**src/rtl/pipe_ctrl_pkg.sv**
```systemverilog
// Shared types and constants for the fetch/execute pipeline sequencing controller.
package pipe_ctrl_pkg;

  typedef enum logic [1:0] {
    RUN      = 2'b00,
    MEM_WAIT = 2'b01,
    TRAP     = 2'b10
  } pipe_state_e;

  typedef enum logic [1:0] {
    PC_PLUS4  = 2'b00,
    PC_TARGET = 2'b01,
    PC_TRAP   = 2'b10
  } pc_sel_e;

  localparam logic [31:0] NOP_INSTR = 32'h00000013;

endpackage

```
**src/rtl/pipe_event_counter.sv**
```systemverilog
// Wrapping event counter with synchronous clear and increment enable.
module pipe_event_counter #(
  parameter int unsigned WIDTH = 32
) (
  input  logic             clk_i,
  input  logic             clear_i,
  input  logic             inc_i,
  output logic [WIDTH-1:0] count_o
);

  logic [WIDTH-1:0] count_q;

  always_ff @(posedge clk_i) begin
    if (clear_i) begin
      count_q <= '0;
    end else if (inc_i) begin
      count_q <= count_q + WIDTH'(1);
    end
  end

  assign count_o = count_q;

endmodule

```
**src/rtl/pipe_ctrl.sv**
```systemverilog
// Fetch/execute pipeline sequencer: PC advance, pipe load/flush, memory stalls,
// branch redirects and interrupt entry, plus stall/flush performance counters.
module pipe_ctrl
  import pipe_ctrl_pkg::*;
#(
  parameter int unsigned COUNT_W = 32
) (
  input  logic               clock,
  input  logic               reset,
  input  logic               imem_valid,
  input  logic               mem_op_execute,
  input  logic               dmem_ready,
  input  logic               br_taken_execute,
  input  logic               irq_pending,
  input  logic               irq_enable,
  output logic               dmem_req,
  output logic               pc_enable,
  output logic [1:0]         pc_sel,
  output logic               pipe_enable,
  output logic               pipe_flush,
  output logic               kill_execute,
  output logic               trap_taken,
  output logic [COUNT_W-1:0] stall_count,
  output logic [COUNT_W-1:0] flush_count
);

  pipe_state_e state_q, state_d;
  pc_sel_e     pc_sel_c;
  logic        advance;
  logic        bubble;
  logic        irq_take;
  logic        stall_inc;
  logic        flush_inc;

  always_ff @(posedge clock) begin
    if (reset) begin
      state_q <= RUN;
    end else begin
      state_q <= state_d;
    end
  end

  // Interrupts are deferred while a memory op is in execute so it is never half-done.
  assign irq_take = irq_pending & irq_enable & ~mem_op_execute;

  always_comb begin
    state_d      = state_q;
    dmem_req     = 1'b0;
    pc_enable    = 1'b1;
    pc_sel_c     = PC_PLUS4;
    pipe_enable  = 1'b1;
    pipe_flush   = 1'b0;
    kill_execute = 1'b0;
    trap_taken   = 1'b0;
    advance      = 1'b0;
    bubble       = 1'b0;
    flush_inc    = 1'b0;

    unique case (state_q)
      RUN: begin
        if (irq_take) begin
          trap_taken   = 1'b1;
          kill_execute = 1'b1;
          pc_sel_c     = PC_TRAP;
          pipe_flush   = 1'b1;
          flush_inc    = 1'b1;
          state_d      = TRAP;
        end else if (mem_op_execute && !dmem_ready) begin
          dmem_req    = 1'b1;
          pc_enable   = 1'b0;
          pipe_enable = 1'b0;
          state_d     = MEM_WAIT;
        end else begin
          dmem_req = mem_op_execute;
          advance  = 1'b1;
        end
      end
      MEM_WAIT: begin
        dmem_req = 1'b1;
        if (dmem_ready) begin
          advance = 1'b1;
          state_d = RUN;
        end else begin
          pc_enable   = 1'b0;
          pipe_enable = 1'b0;
        end
      end
      TRAP: begin
        pipe_flush = ~imem_valid;
        bubble     = ~imem_valid;
        state_d    = RUN;
      end
      default: begin
        state_d = RUN;
      end
    endcase

    // Normal sequencing: redirect beats a missing fetch so the target gets fetched.
    if (advance) begin
      if (br_taken_execute) begin
        pc_sel_c   = PC_TARGET;
        pipe_flush = 1'b1;
        flush_inc  = 1'b1;
      end else if (!imem_valid) begin
        pc_enable  = 1'b0;
        pipe_flush = 1'b1;
        bubble     = 1'b1;
      end
    end

    if (reset) begin
      state_d      = RUN;
      dmem_req     = 1'b0;
      pc_enable    = 1'b0;
      pc_sel_c     = PC_PLUS4;
      pipe_enable  = 1'b1;
      pipe_flush   = 1'b1;
      kill_execute = 1'b0;
      trap_taken   = 1'b0;
      bubble       = 1'b0;
      flush_inc    = 1'b0;
    end

    stall_inc = ~pipe_enable | bubble;
  end

  assign pc_sel = 2'(pc_sel_c);

  pipe_event_counter #(
    .WIDTH(COUNT_W)
  ) u_stall_cnt (
    .clk_i  (clock),
    .clear_i(reset),
    .inc_i  (stall_inc),
    .count_o(stall_count)
  );

  pipe_event_counter #(
    .WIDTH(COUNT_W)
  ) u_flush_cnt (
    .clk_i  (clock),
    .clear_i(reset),
    .inc_i  (flush_inc),
    .count_o(flush_count)
  );

endmodule

```
**config.mk**
```make
export PLATFORM = sky130hd
export DESIGN_NAME = pipe_ctrl
export DESIGN_NICKNAME = d
export VERILOG_FILES = /design/src/rtl/pipe_ctrl_pkg.sv /design/src/rtl/pipe_event_counter.sv /design/src/rtl/pipe_ctrl.sv
export SDC_FILE = /design/constraint.sdc
export NUM_CORES = 1
export LEC_CHECK = 0
export BUFFER_PORTS_ARGS = -buffer_cell sky130_fd_sc_hd__buf_2
export CAP_MARGIN = 10
export CORE_ASPECT_RATIO = 0.8
export CORE_MARGIN = 10
export CORE_UTILIZATION = 30
export DETAILED_ROUTE_END_ITERATION = 16
export GPL_TIMING_DRIVEN = 0
export SETUP_SLACK_MARGIN = 0.15
export SLEW_MARGIN = 20
export SYNTH_ARGS = -nofsm -noshare
export SYNTH_HDL_FRONTEND = slang
export SYNTH_SLANG_ARGS = --single-unit
```
**constraint.sdc**
```tcl
create_clock -name clock -period 2.1 [get_ports clock]
set_input_delay 0.105 -clock clock [delete_from_list [all_inputs] [get_ports clock]]
set_output_delay 0.105 -clock clock [all_outputs]
set_load 0.05 [all_outputs]
```
==> metrics.md, run 1 <==
| Metric | Value |
|---|---|
| Avg Vias per Cell | between 5 and 6 |
| Syn Std Cell Area | around 3300 µm² |
| Overall power | 2.93 mW |
| CP Launch Type | register |
| Crit Path Max Fanout | 8 |
| Post-route ant nets | 0 |
| VDD IR max | between 0.0002 and 0.0003 V |
| Mapped Avg Cell Area | 8.42 µm² |
| Dominant synthesized flop cell | dfxtp_1 |
| EDFF count, synth | 0 |
| Port Buffers | 79 |
| Final HPWL DP | 7650 µm |
| Cells after synthesis | 388 |
| Ratio of cells with drive above 1 in the final layout | 0.398 |
| CTS tree | yes |
| Mapped Nets | 398 |
| Total routed wirelength | 10500 µm |
| Row count | 33 |
| Largest net degree at the start of global routing | 11 |
| Die area | 15500 µm² |
| Die X | 137 µm |
| Rel. slew slack | 0.563 |
| Final setup viols | 0 |
| Total number of vias | 3280 |
| MaxCap Viol Count | 0 |
| Top cells by area, synth | dfxtp_1, xor2_1, nor2_1 |
| # H-tree levels | 3 |
| Deepest clock path buffer count | 2 |
| Drt initial violations | between 200 and 250 |
| Placed insts | 607 |
| Detailed Routing Iterations Pass 1 | 4 |
| Power Dens Cells | 647 nW/µm² |
| Max Slew Vio Count | 0 |
| Root Buffer | clkbuf_16 |
| Synth unique cells | 45 |
| WP data required | 2.29 ns |
| Post-Route Utilization | 0.434 |
| Clock Skew | 0.00444 ns |
| Starting density of the core | 0.313 |
| Placer Congestion | 0.856 |
| Async S/R FF share, synth | 0 |
| Final worst-path cycle share | 0.911 |
| Seq/Total Area, Yosys | 0.404 |
| Clk_lat worst skew | around 0.32 ns |
| Footprint of the multi-input gates | 2040 µm² |
| Min Tclk post-route | 1.91 ns |
| CTS sink count | 66 |
| Top cell type's share of synthesized area | 0.404 |
| Post-CTS Hold Buffers | 0 |
| Slew at the pin with the worst max-slew slack | 0.650 ns |
| Fmax | 0.523 GHz |
| Layout Cells excl Fill | ~640 |
| Seq. cell area | ~1400 µm² |
| Total GRT Usage | 0.129 |
| CP Class | register to register |
| Worst min path class | input port to register |
| Leakage | around 1.8 nW |
| CORE AREA | 10400 µm² |
| Final WS setup | between 0.15 and 0.2 ns |
| Vias in the first global route | 3115 |
| Wire per inst | about 17 µm |
| Die H | 113 µm |
| I/O pin count | 80 |
| Clock slew at reported path FFs | 0.06 ns |
| Status | complete, no violations |
| RSZ-0062 raised after global routing | true |
| DRC violations left | 0 |
| TritonCTS buffer count | 9 |
| Critical Path AT | 2.11 ns |
| GRT overflow | 0 |
| Worst Setup End Kind | register |
| Pre-CTS setup slack | -0.107 ns |
| Antenna diode count | 0 |
| Yosys reg bits | 66 |
| Nets@finish | slightly above 500 |
| Synth warn | 0 |
| Synth area leader | dfxtp_1 |
| Hold Fails Final Rpt | 0 |
| Min Hold Slack | about 0.22 ns |
| Area added between synthesis and finish | 38.8% |
| Antenna violations before repair | 0 |
| Filler cell count | a little over 1000 |
| Global-route wire length before repair | ~16000 µm |
-- metal layers --
| metal | vias to the layer above | routed length, µm | global-route usage |
|---|---|---|---|
| met3 | 10 | 619 | 0.0296 |
| met4 | 0 | 149 | 0.0446 |
| li1 | 1617 | - | - |
| met2 | 83 | 4810 | 0.199 |
| met1 | 1570 | 4950 | 0.173 |
| met5 | - | 0 | 0 |
-- Yosys cell counts, types with 2 or more instances --
master,instances
and3_1,2
ha_1,2
and4_1,7
nor3_1,15
nand3_1,22
o21ai_0,17
nand2_1,15
buf_2,2
nor4_1,10
nor4_2,2
a21oi_1,18
xor2_1,28
buf_4,2
o31ai_1,2
nor2_1,58
clkbuf_1,13
a211oi_1,6
dfxtp_1,66
nand4bb_1,2
o2111ai_1,6
or4_1,4
nand4_1,23
xnor2_1,20
o211ai_1,3
inv_1,8
or3_1,12
clkbuf_2,2
a21o_1,4
-- metrics by stage --
| step | TNS (ns) | instance area, µm² |
|---|---|---|
| global placement | 0 | 3920 |
| finish | 0 | 4540 |
| CTS | 0 | 4310 |
| detailed placement | -0.290 | 3920 |
| floorplan | 0 | 3350 |
| global route | 0 | 4540 |
-- layout by cell type, fill, tap and decap left out, types with 3 or more instances in the layout --
cell type,Yosys,final
a211oi_1,6,5
a21o_1,4,4
a21oi_1,18,17
and4_1,7,7
buf_2,2,79
buf_4,2,18
buf_6,0,3
clkbuf_1,13,10
clkbuf_16,0,9
clkbuf_2,2,3
clkbuf_4,0,3
dfxtp_1,66,21
dfxtp_2,0,40
dfxtp_4,0,5
inv_1,8,8
nand2_1,15,14
nand3_1,22,19
nand3_2,1,3
nand4_1,23,23
nor2_1,58,57
nor3_1,15,11
nor3_2,0,3
nor4_1,10,6
nor4_2,2,3
nor4_4,1,4
o2111ai_1,6,5
o211ai_1,3,3
o21ai_0,17,16
or3_1,12,12
or4_4,0,3
xnor2_1,20,20
xor2_1,28,28
-- final timing paths --
path                           from                 endpoint  slack [ns]  cells after the start
max          u_flush_cnt.count_o[8]  u_flush_cnt.count_o[18]        0.19                      6
min                      dmem_ready               state_q[0]        0.22                      3
max reg2reg  u_flush_cnt.count_o[8]  u_flush_cnt.count_o[18]        0.19                      6
min reg2reg  u_stall_cnt.count_o[1]   u_stall_cnt.count_o[1]        0.49                      2
-- layout make-up --
class / count / area share
Buffer: 20 / 0.0265
Clock buffer: 13 / 0.0574
Clock inverter: 2 / 0.00276
Inverter: 8 / 0.00662
Multi-Input combinational cell: 294 / 0.449
Sequential cell: 66 / 0.306
Tap cell: 140 / 0.0386
Timing Repair Buffer: 94 / 0.113
-- sequential cells by signal, summed over array words and instances (netlist names) --
register	flops
state_q	2
u_flush_cnt.count_o	32
u_stall_cnt.count_o	32
-- logic make-up after synthesis --
kind of cell	synth area share
AND/OR/NAND/NOR	0.298
AO/OA/AOI/OAI	0.122
multiplexers	0.00306
flip-flops	0.404
adder cells (fa/ha/maj)	0.00766
XOR/XNOR	0.129
buffers and inverters	0.0360
-- worst max-delay path, cell delays in order (launching register included) --
cell,delay [ns]
dfxtp_2,0.37
nand4_1,0.13
or3_1,0.41
buf_4,0.18
or4_4,0.48
xor2_1,0.16
nor2_1,0.05
-- power by group --
part           internal [mW]  switching [mW]  leakage [nW]  total [mW]
combinational         0.0723           0.191          1.07       0.263
sequential              1.26          0.0178         0.557        1.28
clock                  0.856           0.537         0.132        1.39
total                   2.19           0.746          1.76        2.93
-- repair_timing --
action,in CTS,in global routing
setup buffers,2,13
pin swaps,3,15
setup endpoints to repair,33,35
resized for setup,21,42
Power figures use the tool's default switching activity.
==> run 2, diff against run 1 <==
--- a/config.mk
+++ b/config.mk
@@ -7,11 +7,14 @@
 export LEC_CHECK = 0
 export BUFFER_PORTS_ARGS = -buffer_cell sky130_fd_sc_hd__buf_2
 export CAP_MARGIN = 10
+export CELL_PAD_IN_SITES_DETAIL_PLACEMENT = 2
+export CELL_PAD_IN_SITES_GLOBAL_PLACEMENT = 2
 export CORE_ASPECT_RATIO = 0.8
 export CORE_MARGIN = 10
 export CORE_UTILIZATION = 30
 export DETAILED_ROUTE_END_ITERATION = 16
 export GPL_TIMING_DRIVEN = 0
+export PLACE_DENSITY_LB_ADDON = 0.1
 export SETUP_SLACK_MARGIN = 0.15
 export SLEW_MARGIN = 20
 export SYNTH_ARGS = -nofsm -noshare
==> metrics.md, run 2 (same netlist as run 1, synthesis figures left out) <==
| Metric | Value |
|---|---|
| Min Tclk post-route | 1.96 ns (was 1.91 ns) |
| Vias in the first global route | 3625 (was 3115) |
| TritonCTS buffer count | 9 (unchanged) |
| Status | complete, no violations (unchanged) |
| Clk_lat worst skew | 0.34 ns (was 0.32 ns) |
| RSZ-0062 raised after global routing | true (unchanged) |
| GRT overflow | 0 (unchanged) |
| Port Buffers | 79 (unchanged) |
| Commonest non-fill, non-tap cell in the layout | buf_2 (unchanged) |
| Post-route ant nets | 0 (unchanged) |
| Drt initial violations | 151 (was 223) |
| Global-route wire length before repair | 20000 µm (was 16400 µm) |
| Filler cell count | 1180 (was 1022) |
| Post-CTS Hold Buffers | 0 (unchanged) |
| Largest net degree at the start of global routing | 11 (unchanged) |
| Row count | 33 (unchanged) |
| CTS tree | yes (unchanged) |
| CORE AREA | 10400 µm² (unchanged) |
| DRC violations left | 0 (unchanged) |
| Clock slew at reported path FFs | 0.05 ns (was 0.06 ns) |
| Worst Setup End Kind | register (unchanged) |
| CTS sink count | 66 (unchanged) |
| Worst min path class | input port to register (unchanged) |
| Met3 WL | 740 µm (was 619 µm) |
| Final WS setup | 0.137 ns (was 0.187 ns) |
| Power Dens Cells | 632 nW/µm² (was 647 nW/µm²) |
| Hold Fails Final Rpt | 0 (unchanged) |
| CP Class | register to register (unchanged) |
| Placed insts | 607 (unchanged) |
| Top routing layer used | met4 (unchanged) |
| CP Launch Type | register (unchanged) |
| Most frequent cells in the layout | buf_2, nor2_1, dfxtp_2 (unchanged) |
| Detailed Routing Iterations Pass 1 | 4 (unchanged) |
| Root Buffer | clkbuf_16 (unchanged) |
| Hold depth | 3 (unchanged) |
| Deepest clock path buffer count | 2 (unchanged) |
| Antenna diode count | 0 (unchanged) |
| Layout Cells excl Fill | 647 (was 637) |
| Final instance area | 4710 µm² (was 4540 µm²) |
| Met1 wire length | 5980 µm (was 4950 µm) |
| Max Slew Vio Count | 0 (unchanged) |
| Final worst-path cycle share | 0.935 (was 0.911) |
| I/O pin count | 80 (unchanged) |
| # H-tree levels | 3 (unchanged) |
| Avg Vias per Cell | 5.29 (was 5.15) |
| Critical Path AT | 2.16 ns (was 2.11 ns) |
| Leakage | 1.85 nW (was 1.76 nW) |
| Die area | 15500 µm² (unchanged) |
| Final setup viols | 0 (unchanged) |
| MaxCap Viol Count | 0 (unchanged) |
| Die X | 137 µm (unchanged) |
| Final HPWL DP | 9070 µm (was 7650 µm) |
| Area added between synthesis and finish | 44.1% (was 38.8%) |
| Worst reg2reg path depth | 6 (unchanged) |
| Clock Skew | 0.00599 ns (was 0.00444 ns) |
| Total GRT Usage | 0.161 (was 0.129) |
| Placer Congestion | 0.793 (was 0.856) |
| DP Area | 3920 µm² (unchanged) |
| Pre-CTS setup slack | -0.182 ns (was -0.107 ns) |
| Rel. slew slack | 0.554 (was 0.563) |
| Nets@finish | 513 (was 503) |
| Total routed wirelength | 12900 µm (was 10500 µm) |
| Fmax | 0.510 GHz (was 0.523 GHz) |
| Total number of vias | 3420 (was 3280) |
| Ratio of cells with drive above 1 in the final layout | 0.426 (was 0.398) |
| WP data required | 2.30 ns (was 2.29 ns) |
| Die H | 113 µm (unchanged) |
| VDD IR max | 0.000345 V (was 0.000294 V) |
| Antenna violations before repair | 0 (unchanged) |
| Starting density of the core | 0.313 (unchanged) |
| Crit Path Max Fanout | 7 (was 8) |
| Sum of negative setup slack | 0 ns (unchanged) |
| Slew at the pin with the worst max-slew slack | 0.669 ns (was 0.650 ns) |
| Wire per inst | 20.0 µm (was 16.5 µm) |
| Detail Route met2 WL | 6090 µm (was 4810 µm) |
-- run 2: cell count changes in the layout (fill, tap and decap cells not counted), moves of 3 or more --
cell | before | now
buf_4 | 18 | 25
o21ai_0 | 16 | 12
buf_6 | 3 | 6
o21ai_1 | 1 | 4
-- run 2: area by class of cell --
class / instances / area [µm²] / area share
flip-flops and latches: 66 / 1390 / 0.295
well taps: 140 / 175 / 0.0372
multi-input cells: 294 / 2110 / 0.449
plain buffers: 20 / 141 / 0.0300
repair buffers: 104 / 587 / 0.125
clock inverters: 3 / 15.0 / 0.00319
clock buffers: 12 / 256 / 0.0545
inverters: 8 / 30.0 / 0.00638
-- run 2: path summary, 6_finish.rpt --
kind	from	to	slack, ns
worst max register to register	u_flush_cnt.count_o[8]	u_flush_cnt.count_o[18]	0.14
worst min register to register	u_stall_cnt.count_o[1]	u_stall_cnt.count_o[1]	0.50
worst max-delay path	u_flush_cnt.count_o[8]	u_flush_cnt.count_o[18]	0.14
worst min-delay path	dmem_ready	state_q[0]	0.22
-- run 2: where the power goes --
part | switching (mW) | internal, mW
Combinational | 0.206 | 0.0785
Clock | 0.554 | 0.851
Sequential | 0.0245 | 1.26
-- run 2: repair_timing --
item / in CTS / in global routing
resized for setup: 27 / 58
pin swaps: 2 / 14
setup endpoints to repair: 42 / 44
setup buffers: 7 / 18
-- run 2: metrics by stage --
stage	utilization	power [mW]	hold slack (ns)
floorplan	-	1.47	0.423
CTS	0.416	2.97	0.279
detailed placement	0.375	1.56	0.490
global placement	0.375	1.55	0.470
finish	0.451	2.97	0.222
global route	0.451	3.08	0.253
-- run 2: layer usage --
layer,vias to the layer above,track usage
li1,1634,-
met1,1713,0.199
met2,57,0.259
met3,16,0.0579
met4,0,0.0361
met5,-,0
-- run 2: critical path, stage by stage (launching register included) --
cell and delay, ns:
dfxtp_4 0.36, nand4_1 0.17, or3_4 0.44, buf_8 0.15
or4_4 0.47, xor2_1 0.17, nor2_1 0.06
==> run 3, diff against run 2 <==
--- a/config.mk
+++ b/config.mk
@@ -12,9 +12,11 @@
 export CORE_ASPECT_RATIO = 0.8
 export CORE_MARGIN = 10
 export CORE_UTILIZATION = 30
+export CTS_BUF_LIST = sky130_fd_sc_hd__clkbuf_4
 export DETAILED_ROUTE_END_ITERATION = 16
 export GPL_TIMING_DRIVEN = 0
 export PLACE_DENSITY_LB_ADDON = 0.1
+export RECOVER_POWER = 25
 export SETUP_SLACK_MARGIN = 0.15
 export SLEW_MARGIN = 20
 export SYNTH_ARGS = -nofsm -noshare
==> metrics.md, run 3 (same netlist as run 1, synthesis figures left out) <==
| Metric | Value |
|---|---|
| Die X | 137 µm (unchanged) |
| Total routed wirelength | 13300 µm (was 12900 µm) |
| CORE AREA | 10400 µm² (unchanged) |
| Max Slew Vio Count | 0 (unchanged) |
| CP Launch Type | register (unchanged) |
| Hold Fails Final Rpt | 0 (unchanged) |
| Grt met2 use | 0.270 (was 0.259) |
| Post-CTS Hold Buffers | 0 (unchanged) |
| WP data required | 2.41 ns (was 2.30 ns) |
| Clock slew at reported path FFs | 0.11 ns (was 0.05 ns) |
| Antenna violations before repair | 0 (unchanged) |
| DP Area | 3920 µm² (unchanged) |
| DRC violations left | 0 (unchanged) |
| Avg Vias per Cell | 5.26 (was 5.29) |
| Detailed Routing Iterations Pass 1 | 4 (unchanged) |
| Final WS setup | 0.121 ns (was 0.137 ns) |
| Min Hold Slack | 0.0769 ns (was 0.222 ns) |
| Rel. slew slack | 0.555 (was 0.554) |
| Critical Path AT | 2.29 ns (was 2.16 ns) |
| Die area | 15500 µm² (unchanged) |
| Post-route ant nets | 0 (unchanged) |
| Status | complete, no violations (unchanged) |
| Crit Path Max Fanout | 8 (was 7) |
| I/O pin count | 80 (unchanged) |
| Wire per inst | 20.4 µm (was 20.0 µm) |
| M3 GR Usage | 0.0557 (was 0.0579) |
| # H-tree levels | 3 (unchanged) |
| Total GRT Usage | 0.166 (was 0.161) |
| Post-Route Utilization | 0.437 (was 0.451) |
| Largest net degree at the start of global routing | 11 (unchanged) |
| RSZ-0062 raised after global routing | true (unchanged) |
| Final instance area | 4560 µm² (was 4710 µm²) |
| Nets@finish | 519 (was 513) |
| Pre-CTS setup slack | -0.182 ns (unchanged) |
| Commonest non-fill, non-tap cell in the layout | nor2_1 (was buf_2) |
| Antenna diode count | 0 (unchanged) |
| Starting density of the core | 0.313 (unchanged) |
| Drt initial violations | 103 (was 151) |
| Vias in the first global route | 3712 (was 3625) |
| Most frequent cells in the layout | nor2_1, buf_2, clkbuf_1 (was buf_2, nor2_1, dfxtp_2) |
| VDD IR max | 0.000278 V (was 0.000345 V) |
| Most used routing layer | met2 (unchanged) |
| CTS sink count | 66 (unchanged) |
| Worst Setup End Kind | register (unchanged) |
| Ratio of cells with drive above 1 in the final layout | 0.368 (was 0.426) |
| Final HPWL DP | 9070 µm (unchanged) |
| Die H | 113 µm (unchanged) |
| Min Tclk post-route | 1.98 ns (was 1.96 ns) |
| Clock Skew | 0.0129 ns (was 0.00599 ns) |
| Worst min path class | input port to register (unchanged) |
| Met1 usage | 0.206 (was 0.199) |
| Power Dens Cells | 505 nW/µm² (was 632 nW/µm²) |
| Slew at the pin with the worst max-slew slack | 0.667 ns (was 0.669 ns) |
| GRT overflow | 0 (unchanged) |
| Leakage | 1.70 nW (was 1.85 nW) |
| Deepest clock path buffer count | 2 (unchanged) |
| Clk_lat worst skew | 0.45 ns (was 0.34 ns) |
| Placer Congestion | 0.793 (unchanged) |
| Root Buffer | clkbuf_4 (was clkbuf_16) |
| Final worst-path cycle share | 0.942 (was 0.935) |
| TritonCTS buffer count | 9 (unchanged) |
| Total number of vias | 3436 (was 3420) |
| Fmax | 0.505 GHz (was 0.510 GHz) |
| Area added between synthesis and finish | 39.7% (was 44.1%) |
| Port Buffers | 79 (unchanged) |
| MaxCap Viol Count | 0 (unchanged) |
| Row count | 33 (unchanged) |
| CP Class | register to register (unchanged) |
| CTS tree | yes (unchanged) |
| Global-route wire length before repair | 20500 µm (was 20000 µm) |
| Final setup viols | 0 (unchanged) |
| Overall power | 2.31 mW (was 2.97 mW) |
run 3: cell count changes in the layout (fill, tap and decap cells not counted), sizes merged:
cell	change
clkinv	+2
clkbuf	+29
buf	-25
run 3: final cells by class:
cell class                      instances  area, µm²
Buffer                                 20        141
Clock buffer                           10       75.1
Clock inverter                          5       22.5
Fill cell                            1227       5880
Inverter                                8       30.0
Multi-Input combinational cell        294       2120
Sequential cell                        66       1400
Tap cell                              140        175
Timing Repair Buffer                  110        602
run 3: critical path, cell delays in order (launching register included):
cell and delay, ns:
dfxtp_2 0.39, nand4_1 0.18, or3_1 0.37, buf_4 0.18, or4_1 0.48, xor2_1 0.19
nor2_1 0.07
run 3: path summary, 6_finish.rpt:
check                                             start                       to  slack, ns  depth (start not counted)
worst min-delay path                         dmem_ready               state_q[0]       0.08                          3
worst max register to register   u_flush_cnt.count_o[9]  u_flush_cnt.count_o[18]       0.12                          6
worst min register to register  u_stall_cnt.count_o[31]  u_stall_cnt.count_o[31]       0.50                          2
worst max-delay path             u_flush_cnt.count_o[9]  u_flush_cnt.count_o[18]       0.12                          6
run 3: power breakdown:
part / switching [mW] / total [mW] / internal (mW)
clock network: 0.490 / 0.727 / 0.236
logic: 0.209 / 0.298 / 0.0891
registers: 0.0263 / 1.28 / 1.26
total: 0.725 / 2.31 / 1.58
run 3: routing by layer:
| metal | wire, µm | vias to the layer above |
|---|---|---|
| li1 | - | 1648 |
| met5 | 0 | - |
| met3 | 695 | 13 |
| met1 | 6150 | 1717 |
| met4 | 137 | 0 |
| met2 | 6330 | 58 |
run 3: repair_timing:
item,in CTS,in global routing
pin swaps,9,18
hold endpoints to repair,0,0
endpoints found under the setup margin,47,39
setup buffers,12,19
gates resized for setup,40,62
run 3: per-stage QoR:
step,std cells,TNS [ns]
2_1_floorplan,388,0
3_3_place_gp,607,-0.801
3_5_place_dp,607,-1.17
4_1_cts,634,0
5_1_grt,653,0
6_report,653,0
